[config.mk]
export PLATFORM = sky130hd
export DESIGN_NAME = edge_event_array
export DESIGN_NICKNAME = d
export VERILOG_FILES = /design/src/rtl/edge_event_array.sv
export SDC_FILE = /design/constraint.sdc
export NUM_CORES = 1
export LEC_CHECK = 0
export CAP_MARGIN = 10
export CORE_UTILIZATION = 40
export CTS_BUF_LIST = sky130_fd_sc_hd__clkbuf_8
export DETAILED_ROUTE_END_ITERATION = 10
export PLACE_DENSITY_LB_ADDON = 0.25
export SYNTH_ARGS = -nofsm -noshare
export SYNTH_HDL_FRONTEND = slang
export SYNTH_SLANG_ARGS = --single-unit
[constraint.sdc]
create_clock -name clk -period 3.7 [get_ports clk]
set_input_delay 0.74 -clock clk [delete_from_list [all_inputs] [get_ports clk]]
set_output_delay 0.74 -clock clk [all_outputs]
set_load 0.05 [all_outputs]
[src/rtl/edge_event_array.sv]
// Multi-channel edge-event unit: per-channel synchroniser, glitch filter and
// edge detector feeding event pulses, sticky status, saturating counters and an irq.
module edge_event_array #(
  parameter int unsigned CH          = 8,
  parameter int unsigned SYNC_STAGES = 2,
  parameter int unsigned FILT_W      = 4,
  parameter int unsigned CNT_W       = 8
) (
  input  logic                  clk,
  input  logic                  rst,
  input  logic [CH-1:0]         sig_in,
  input  logic [2*CH-1:0]       mode,
  input  logic [FILT_W-1:0]     filt_len,
  input  logic [CH-1:0]         clr,
  input  logic                  cnt_clr,
  output logic [CH-1:0]         edge_pulse,
  output logic [CH-1:0]         sticky,
  output logic [CH*CNT_W-1:0]   evt_cnt,
  output logic                  irq
);

  localparam int unsigned KW = FILT_W + 1;
  localparam logic [CNT_W-1:0] CNT_MAX = '1;

  logic [CH-1:0]             sync_q [SYNC_STAGES];
  logic [CH-1:0]             sync;
  logic [CH-1:0]             filt_lvl;
  logic [CH-1:0]             filt_lvl_nx;
  logic [CH-1:0][FILT_W-1:0] fcnt;
  logic [CH-1:0][FILT_W-1:0] fcnt_nx;
  logic [CH-1:0]             evt;
  logic [CH-1:0]             sticky_nx;
  logic [CH-1:0][CNT_W-1:0]  cnt_q;
  logic [CH-1:0][CNT_W-1:0]  cnt_nx;
  logic [KW-1:0]             k;

  assign sync    = sync_q[SYNC_STAGES-1];
  assign k       = (filt_len == '0) ? KW'(1) : KW'(filt_len);
  assign evt_cnt = cnt_q;

  // Synchroniser chain; stage 0 samples the asynchronous inputs
  always_ff @(posedge clk) begin
    if (rst) begin
      for (int s = 0; s < SYNC_STAGES; s++) sync_q[s] <= '0;
    end else begin
      sync_q[0] <= sig_in;
      for (int s = 1; s < SYNC_STAGES; s++) sync_q[s] <= sync_q[s-1];
    end
  end

  // Filter, edge qualification by mode, sticky and counter next-state
  always_comb begin
    filt_lvl_nx = filt_lvl;
    fcnt_nx     = fcnt;
    evt         = '0;
    sticky_nx   = sticky & ~clr;
    cnt_nx      = cnt_q;
    for (int i = 0; i < CH; i++) begin
      if (sync[i] == filt_lvl[i]) begin
        fcnt_nx[i] = '0;
      end else if ((KW'(fcnt[i]) + KW'(1)) >= k) begin
        filt_lvl_nx[i] = sync[i];
        fcnt_nx[i]     = '0;
        evt[i]         = sync[i] ? mode[2*i] : mode[2*i+1];
      end else begin
        fcnt_nx[i] = fcnt[i] + FILT_W'(1);
      end
      if (evt[i]) sticky_nx[i] = 1'b1;
      // A clear coincident with an event leaves that event counted
      if (cnt_clr) begin
        cnt_nx[i] = CNT_W'(evt[i]);
      end else if (evt[i] && (cnt_q[i] != CNT_MAX)) begin
        cnt_nx[i] = cnt_q[i] + CNT_W'(1);
      end
    end
  end

  always_ff @(posedge clk) begin
    if (rst) begin
      filt_lvl   <= '0;
      fcnt       <= '0;
      edge_pulse <= '0;
      sticky     <= '0;
      cnt_q      <= '0;
      irq        <= 1'b0;
    end else begin
      filt_lvl   <= filt_lvl_nx;
      fcnt       <= fcnt_nx;
      edge_pulse <= evt;
      sticky     <= sticky_nx;
      cnt_q      <= cnt_nx;
      irq        <= |sticky_nx;
    end
  end

endmodule
==> impl_metrics.tcl, run 1 <==
set metrics [dict create \
    synth.avg_cell_area_sq_um 9.20 \
    hold_class "flip-flop to flip-flop" \
    peakVddDrop_mv 0.209 \
    synth-edff-count 0 \
    routed_via_density 5.41 \
    fin_skew_ns 0.00764 \
    drcViolationCount 0 \
    startpoint_type "primary input" \
    clk_latency_ns 0.44 \
    synth.ff_latch_count 137 \
    multi_input_area_sq_um 3770 \
    yosysUniqueCellTypes 61 \
    power_density_nw_per_um2 323 \
    status "finished, final reports clean" \
    critPathKind "primary input to flip-flop" \
    fillers 1491 \
    synth_top_area_share_pct 41.0 \
    rr_worst_depth 9 \
    drtIter0Drc 458 \
    cts_max_level 4 \
    ys_seq_area_share_pct 41.0 \
    drive_gt1_share_pct 8.76 \
    arrival_ns 3.42 \
    tightest_slew_ns 0.677 \
    grt_max_degree 34 \
    r2r_setup_slack_ns 0.98 \
    grt_pass1_wl_um 26700 \
    register_area_sq_um 2740 \
    maxSlewViolCount 0 \
    syn_nets 800 \
    worstPathMaxFanout 8 \
    p_total_w 0.00275 \
    die_w_um 131 \
    antenna_found_initial 0 \
    syn_inst 728 \
    synth_most_common_cell "dfxtp_1" \
    dp_hpwl_um 11400 \
    leakage_nw 3.15 \
    drt_first_pass_iters 5 \
    period_share_pct 82.2 \
    grt_pass1_vias 5486 \
    ctsHoldBuffers 0 \
    wire_per_inst_um 14.6 \
    pre_cts_slack_ns 0.206 \
    port-buffer-count 119 \
    hold_violations 0 \
    ant_nets 0 \
    yosysTopAreaCell "dfxtp_1" \
    clkTransAtPathRegs_ns 0.07 \
    final_nets 930 \
    final.min_clock_period_ns 3.04 \
    post_cts_resize_count 0 \
    setup_slack_ns 0.658 \
    syn_area_sq_um 6700 \
    cts_tree "done" \
    synthFlopType "dfxtp_1" \
    clock_sinks 137 \
    synth_area_leaders "dfxtp_1 41%, ha_1 6.2%, a21oi_1 3.7%" \
    finalSetupTns_ns 0 \
    vias 5862 \
    post_cts_buffers 0 \
    crit_required_ns 4.08 \
    slew-limit-headroom_pct 54.4 \
    wl_um 15800 \
    post-route-util_pct 52.8 \
    num_io_pins 120 \
    cts-root-buf "clkbuf_8" \
    dieArea_sq_um 17300 \
    num_rows 46 \
    timing.fmax_mhz 329 \
    place_congestion 0.794 \
    clockBufferDepth 2 \
    diodes 0 \
    finalSetupViolations 0 \
    hold_path_depth 1 \
    grt_remaining_overflow 0 \
    die_h_um 131 \
    synthToLayoutAreaGrowth_pct 27.1 \
    drv_cap 0 \
    track_usage_pct 19.2 \
    start_util_pct 41.5 \
    synth_common_cells "137 x dfxtp_1, 62 x nor2_1, 49 x a21oi_1" \
    core-area_sq_um 16100 \
    cts_buffers 17 \
    rsz0062_at_grt "false" \
    finalHoldWorstSlack_ns 0.436 \
    ys_warn_count 0 \
    endpoint_kind "flip-flop" \
    synthArstFlopShare_pct 0 \
]
==> stage by stage <==
step           instances  cell area, sq um
3_5_place_dp        1055              8180
3_3_place_gp        1055              8180
5_1_grt             1084              8510
4_1_cts             1084              8510
2_1_floorplan        728              6700
6_report            1084              8510
==> sequential cells by signal, indices dropped and copies added (netlist names) <==
register and count:
fcnt 32, evt_cnt 64, filt_lvl 8, sync_q 16, sticky 8, edge_pulse 8
irq 1
==> layer usage <==
layer / vias up / wire [um] / GRT usage, %
met5: - / 0 / 0
met3: 19 / 755 / 4.36
met2: 149 / 7280 / 31.2
li1: 2971 / - / -
met1: 2723 / 7560 / 24.9
met4: 0 / 248 / 6.91
==> layout by cell type, fill, tap and decap left out, types with 5 or more instances in the layout <==
cell,Yosys,layout
dfxtp_1,137,137
clkdlybuf4s50_1,0,118
nor2_1,62,62
a21oi_1,49,49
nand3_1,38,38
and3_1,37,37
nor2b_1,34,34
ha_1,33,33
nand2_1,28,28
inv_1,20,24
clkbuf_8,0,22
o21ai_0,20,20
o31ai_1,20,20
or4_1,18,18
xor2_1,17,17
or3_1,17,17
buf_4,1,17
nand2b_1,15,15
mux2i_1,11,11
nand4_1,11,11
a32o_1,9,9
xnor2_1,9,9
o41ai_1,9,9
o211ai_1,9,9
nand3b_1,8,8
a31oi_1,6,6
o311ai_0,6,6
o21bai_1,6,6
o21ba_2,6,6
a22o_1,5,5
==> power by group <==
part           switching [W]  internal (W)  leakage, nW
logic              0.0000990     0.0000881         1.85
registers          0.0000105       0.00149         1.11
clock network       0.000531      0.000528        0.191
==> worst paths after layout <==
check / startpoint / end
worst max-delay path: filt_len[2] / evt_cnt[55]
worst min-delay path: sync_q[0][3] / sync_q[0][11]
worst max register to register: fcnt[24] / irq
worst min register to register: sync_q[0][3] / sync_q[0][11]
==> cell type report <==
class                   count  share of cell area [%]
inverters                  22                   0.971
well taps                 216                    3.18
repair buffers            136                    15.4
multi-input cells         544                    44.3
clock inverters             7                   0.353
flip-flops and latches    137                    32.2
clock buffers              22                    3.56
==> kinds of logic (layout without fill, tap and decap cells) <==
logic type | Yosys count | count (layout) | synth area share, %
AOI/OAI and AO/OA | 172 | 172 | 19.2
xor gates and xnor gates | 26 | 26 | 3.40
adders and majority gates | 33 | 33 | 6.17
buffers and inverters | 47 | 187 | 2.78
DFF | 137 | 137 | 41.0
muxes | 12 | 12 | 1.81
and+or+nand+nor | 301 | 301 | 25.6
==> critical path: stages <==
cell             delay [ns]
clkdlybuf4s50_1        0.47
inv_1                  0.06
a31o_2                 0.33
ha_1                   0.29
nand2b_1               0.11
a311oi_2               0.13
o311ai_4               0.50
nand4_4                0.20
or4_1                  0.52
o21ai_1                0.08
No activity file was read; power rests on OpenSTA's default activity.
==> run 2, diff against run 1 <==
==> constraint.sdc (replaced) <==
create_clock -name clk -period 3.1 [get_ports clk]
set_input_delay 0.62 -clock clk [delete_from_list [all_inputs] [get_ports clk]]
set_output_delay 0.62 -clock clk [all_outputs]
set_load 0.05 [all_outputs]
==> run 2 against run 1 <==
Against the previous run:
- via count rose by 1.3%
- die area stayed put
- critical path type unchanged
- clock skew up 0.0036 ns
- clock power rose by 25%
- core utilization increased by 1.3 points
- worst setup slack worse by 0.42 ns
- power is 22% higher
- non-clock buffer count is 22 higher
- count of clock-buffer cells in the layout is 2 higher
- design area increased by 2.5%
==> impl_metrics.tcl, run 2 (same netlist as run 1, synthesis figures left out) <==
set metrics [dict create \
    num_rows 46 \
    post_cts_buffers 0 \
    maxSlewViolCount 0 \
    routed_via_density 5.37 \
    ctsHoldBuffers 0 \
    timing.fmax_mhz 350 \
    dp_hpwl_um 11800 \
    place_congestion 0.822 \
    wl_um 16300 \
    dieArea_sq_um 17300 \
    setup_slack_ns 0.239 \
    dp.cells 1077 \
    arrival_ns 3.25 \
    drcViolationCount 0 \
    diodes 0 \
    slew-limit-headroom_pct 51.1 \
    ant_nets 0 \
    start_util_pct 41.5 \
    layout_commonest_cell "dfxtp_1" \
    worstPathMaxFanout 8 \
    placed_area_sq_um 8370 \
    p_total_w 0.00335 \
    fillers 1496 \
    startpoint_type "primary input" \
    finalHoldWorstSlack_ns 0.436 \
    leakage_nw 3.26 \
    final_nets 952 \
    most-common-layout-cells "137 x dfxtp_1, 118 x clkdlybuf4s50_1, 62 x nor2_1, 49 x a21oi_1, 38 x nand3_1" \
    grt_remaining_overflow 0 \
    clockBufferDepth 2 \
    crit_required_ns 3.49 \
    power_density_nw_per_um2 384 \
    clkTransAtPathRegs_ns 0.07 \
    wire_per_inst_um 14.8 \
    cts_buffers 17 \
    drv_cap 0 \
    clock_sinks 137 \
    grt_pass1_vias 5442 \
    die_h_um 131 \
    final_cells 1106 \
    core-area_sq_um 16100 \
    grt_pass1_wl_um 27200 \
    drive_gt1_share_pct 11.1 \
    vias 5936 \
    antenna_found_initial 0 \
    grt_max_degree 54 \
    cts_max_level 4 \
    hold_violations 0 \
    die_w_um 131 \
    period_share_pct 92.3 \
    post_cts_resize_count 0 \
    cts-root-buf "clkbuf_8" \
    drt_first_pass_iters 5 \
    cts_tree "done" \
    tightest_slew_ns 0.730 \
    num_io_pins 120 \
    peakVddDrop_mv 0.255 \
    hold_class "flip-flop to flip-flop" \
    port-buffer-count 119 \
    pre_cts_slack_ns -0.233 \
    clk_latency_ns 0.45 \
    track_usage_pct 19.5 \
    finalSetupViolations 0 \
    endpoint_kind "flip-flop" \
    synthToLayoutAreaGrowth_pct 30.2 \
    final.min_clock_period_ns 2.86 \
    status "finished, final reports clean" \
    stdcell_area_sq_um 8720 \
    largest_register_ffs 64 \
    drtIter0Drc 318 \
    rsz0062_at_grt "false" \
    fin_skew_ns 0.0113 \
    critPathKind "primary input to flip-flop" \
]
## run 2: layout make-up
cell class / instances / area [sq um] / area share (%)
clock buffers: 24 / 330 / 3.79
clock inverters: 5 / 21.3 / 0.244
inverters: 22 / 82.6 / 0.947
multi-input cells: 544 / 3770 / 43.2
flip-flops and latches: 137 / 2740 / 31.5
well taps: 216 / 270 / 3.10
repair buffers: 158 / 1500 / 17.3
## run 2: stage by stage
step	util, %	setup TNS, ns
4_1_cts	54.1	0
2_1_floorplan	-	0
3_5_place_dp	51.9	-5.44
6_report	54.1	0
3_3_place_gp	51.9	-4.91
5_1_grt	54.1	0
## run 2: worst paths after layout
| path | from | slack, ns | to | cells after the start |
|---|---|---|---|---|
| setup reg to reg | fcnt[24] | 0.50 | irq | 9 |
| hold / removal | sync_q[0][6] | 0.44 | sync_q[0][14] | 1 |
| setup / recovery | filt_len[2] | 0.24 | evt_cnt[53] | 10 |
| hold reg to reg | sync_q[0][6] | 0.44 | sync_q[0][14] | 1 |
## run 2: power breakdown
part	total (W)	switching, W	internal [W]	leakage [nW]
sequential	0.00179	0.0000124	0.00178	1.11
combinational	0.000233	0.000120	0.000113	1.96
clock	0.00132	0.000645	0.000679	0.196
## run 2: critical path, cell delays in order
cell and delay [ns]:
clkdlybuf4s50_1 0.47, inv_1 0.05, a31o_2 0.33, ha_1 0.29
nand2b_1 0.11, a311oi_2 0.13, o311ai_4 0.50, nand4_4 0.17
or4_1 0.50, nand2_1 0.08
## run 2: routing by layer
| layer | vias to the layer above | track usage (%) | share of wire, % |
|---|---|---|---|
| met1 | 2778 | 25.7 | 49 |
| met4 | 0 | 6.98 | 1.3 |
| met2 | 125 | 31.5 | 46 |
| li1 | 3012 | - | - |
| met5 | - | 0 | 0 |
| met3 | 21 | 3.82 | 4.0 |
==> run 3, diff against run 2 <==
--- a/config.mk
+++ b/config.mk
@@ -10,6 +10,7 @@
 export CTS_BUF_LIST = sky130_fd_sc_hd__clkbuf_8
 export DETAILED_ROUTE_END_ITERATION = 10
 export PLACE_DENSITY_LB_ADDON = 0.25
+export SETUP_SLACK_MARGIN = 0.3
 export SYNTH_ARGS = -nofsm -noshare
 export SYNTH_HDL_FRONTEND = slang
 export SYNTH_SLANG_ARGS = --single-unit
==> run 3 against run 2 <==
Against the previous run:
- design area is 1.9% higher
- register-to-register slack worse by 0.05 ns
- sequential power about the same
- sequential share of layout area decreased by 0.59 points
- count of clock-buffer cells in the layout is the same
- sequential cell count unchanged
- fmax rose by 3.3%
- core utilization rose by 1.0 points
- critical endpoint is now evt_cnt[52]
==> impl_metrics.tcl, run 3 (same netlist as run 1, synthesis figures left out) <==
set metrics [dict create \
    hold_class "flip-flop to flip-flop" \
    wl_um 16600 \
    grt_max_degree 54 \
    num_rows 46 \
    ctsHoldBuffers 0 \
    drtIter0Drc 311 \
    max_stage_delay_ns 0.52 \
    cts_max_level 4 \
    p_int_w 0.00258 \
    layout_commonest_cell "dfxtp_1" \
    fillers 1492 \
    drv_cap 0 \
    slew-limit-headroom_pct 48.3 \
    peakVddDrop_mv 0.255 \
    timing.fmax_mhz 361 \
    drt_first_pass_iters 5 \
    clockPowerShare_pct 39.4 \
    dp_hpwl_um 11800 \
    rsz0062_at_grt "true" \
    pre_cts_slack_ns -0.233 \
    power_density_nw_per_um2 378 \
    power_switching_share_pct 23.3 \
    grt_remaining_overflow 0 \
    fin_skew_ns 0.0108 \
    track_usage_pct 19.5 \
    switchingPower_w 0.000784 \
    tightest_slew_ns 0.768 \
    start_util_pct 41.5 \
    final.min_clock_period_ns 2.77 \
    crit_required_ns 3.49 \
    drcViolationCount 0 \
    grt_pass1_wl_um 27200 \
    cts-root-buf "clkbuf_8" \
    finalSetupViolations 0 \
    die_w_um 131 \
    cts_tree "done" \
    final_nets 957 \
    wire_per_inst_um 14.9 \
    dieArea_sq_um 17300 \
    clkTransAtPathRegs_ns 0.07 \
    arrival_ns 3.16 \
    clk_latency_ns 0.45 \
    diodes 0 \
    num_io_pins 120 \
    endpoint_kind "flip-flop" \
    combPwrFrac_pct 7.3 \
    place_congestion 0.822 \
    synthToLayoutAreaGrowth_pct 32.7 \
    routed_via_density 5.39 \
    leakage_nw 3.33 \
    status "finished, final reports clean" \
    startpoint_type "primary input" \
    maxSlewViolCount 0 \
    setup_slack_ns 0.331 \
    vias 5988 \
    cts_buffers 17 \
    hold_violations 0 \
    worstPathMaxFanout 8 \
    die_h_um 131 \
    slowest_stage "o311ai_4" \
    core-area_sq_um 16100 \
    period_share_pct 89.3 \
    crit_chain "clkdlybuf4s50_1 -> inv_1 -> buf_4 -> ha_1 -> and3b_1 -> a311oi_4 -> o311ai_4 -> nand3_2 -> or3_4 -> a21oi_2" \
    grt_pass1_vias 5452 \
    finalHoldWorstSlack_ns 0.436 \
    drive_gt1_share_pct 13.3 \
    port-buffer-count 119 \
    ant_nets 0 \
    seqPwrFrac_pct 53.2 \
    clockBufferDepth 2 \
    antenna_found_initial 0 \
    critPathKind "primary input to flip-flop" \
    clock_sinks 137 \
    largest_register_ffs 64 \
    most-common-layout-cells "137 x dfxtp_1, 116 x clkdlybuf4s50_1, 62 x nor2_1, 48 x a21oi_1, 41 x buf_4" \
]
-- run 3: cell count changes in the layout (fill, tap and decap cells not counted), sizes merged --
cell           change
clkdlybuf4s50      -2
dlymetal6s2s       +2
buf                +5
-- run 3: final cells by class --
type                       instances  area [sq um]  area share [%]
clock buffer                      24           330            3.72
clock inverter                     5          21.3           0.239
inverter                          22          82.6           0.930
multi-input combinational        544          3880            43.7
sequential                       137          2740            30.9
tap                              216           270            3.04
timing repair buffer             163          1550            17.5
-- run 3: routing by layer --
metal | GRT usage [%] | vias to the layer above | wire length (um) | share of wire, %
met5 | 0 | - | 0 | 0
met1 | 25.7 | 2830 | 8020 | 48
met4 | 6.98 | 0 | 221 | 1.3
li1 | - | 3015 | - | -
met3 | 3.82 | 21 | 603 | 3.6
met2 | 31.6 | 122 | 7770 | 47
-- run 3: worst paths after layout --
kind | from | to | slack (ns) | cells past startpoint
setup / recovery | filt_len[2] | evt_cnt[52] | 0.33 | 10
setup reg to reg | fcnt[24] | evt_cnt[52] | 0.45 | 9
hold reg to reg | sync_q[0][6] | sync_q[0][14] | 0.44 | 1
hold / removal | sync_q[0][6] | sync_q[0][14] | 0.44 | 1
-- run 3: through the flow --
step	power [W]	setup TNS (ns)	area, sq um	cells	utilization, %
2_1_floorplan	0.00195	0	6700	728	-
3_3_place_gp	0.00206	-4.91	8370	1077	51.9
3_5_place_dp	0.00206	-5.44	8370	1077	51.9
4_1_cts	0.00339	0	8740	1107	54.2
5_1_grt	0.00350	0	8880	1111	55.1
6_report	0.00336	0	8880	1111	55.1
-- run 3: worst max-delay path: cells and delay by family --
family	cells	cell delay, ns
AO/OA/AOI/OAI	3	0.71
AND/OR/NAND/NOR	3	0.81
buffers and inverters	3	0.71
adder cells (fa/ha/maj)	1	0.30
-- run 3: power groups by stage --
stage	logic [W]	registers, W	clock network, W
2_1_floorplan	0.000117	0.00183	0
3_3_place_gp	0.000232	0.00183	0
3_5_place_dp	0.000234	0.00183	0
4_1_cts	0.000238	0.00179	0.00136
5_1_grt	0.000270	0.00179	0.00144
6_report	0.000247	0.00179	0.00132
-- run 3: repair_timing --
| item | in CTS | in global routing |
|---|---|---|
| pin swaps | 2 | 16 |
| buffers inserted | 1 | 4 |
| resized for setup | 2 | 21 |
| setup endpoints to repair | 11 | 35 |
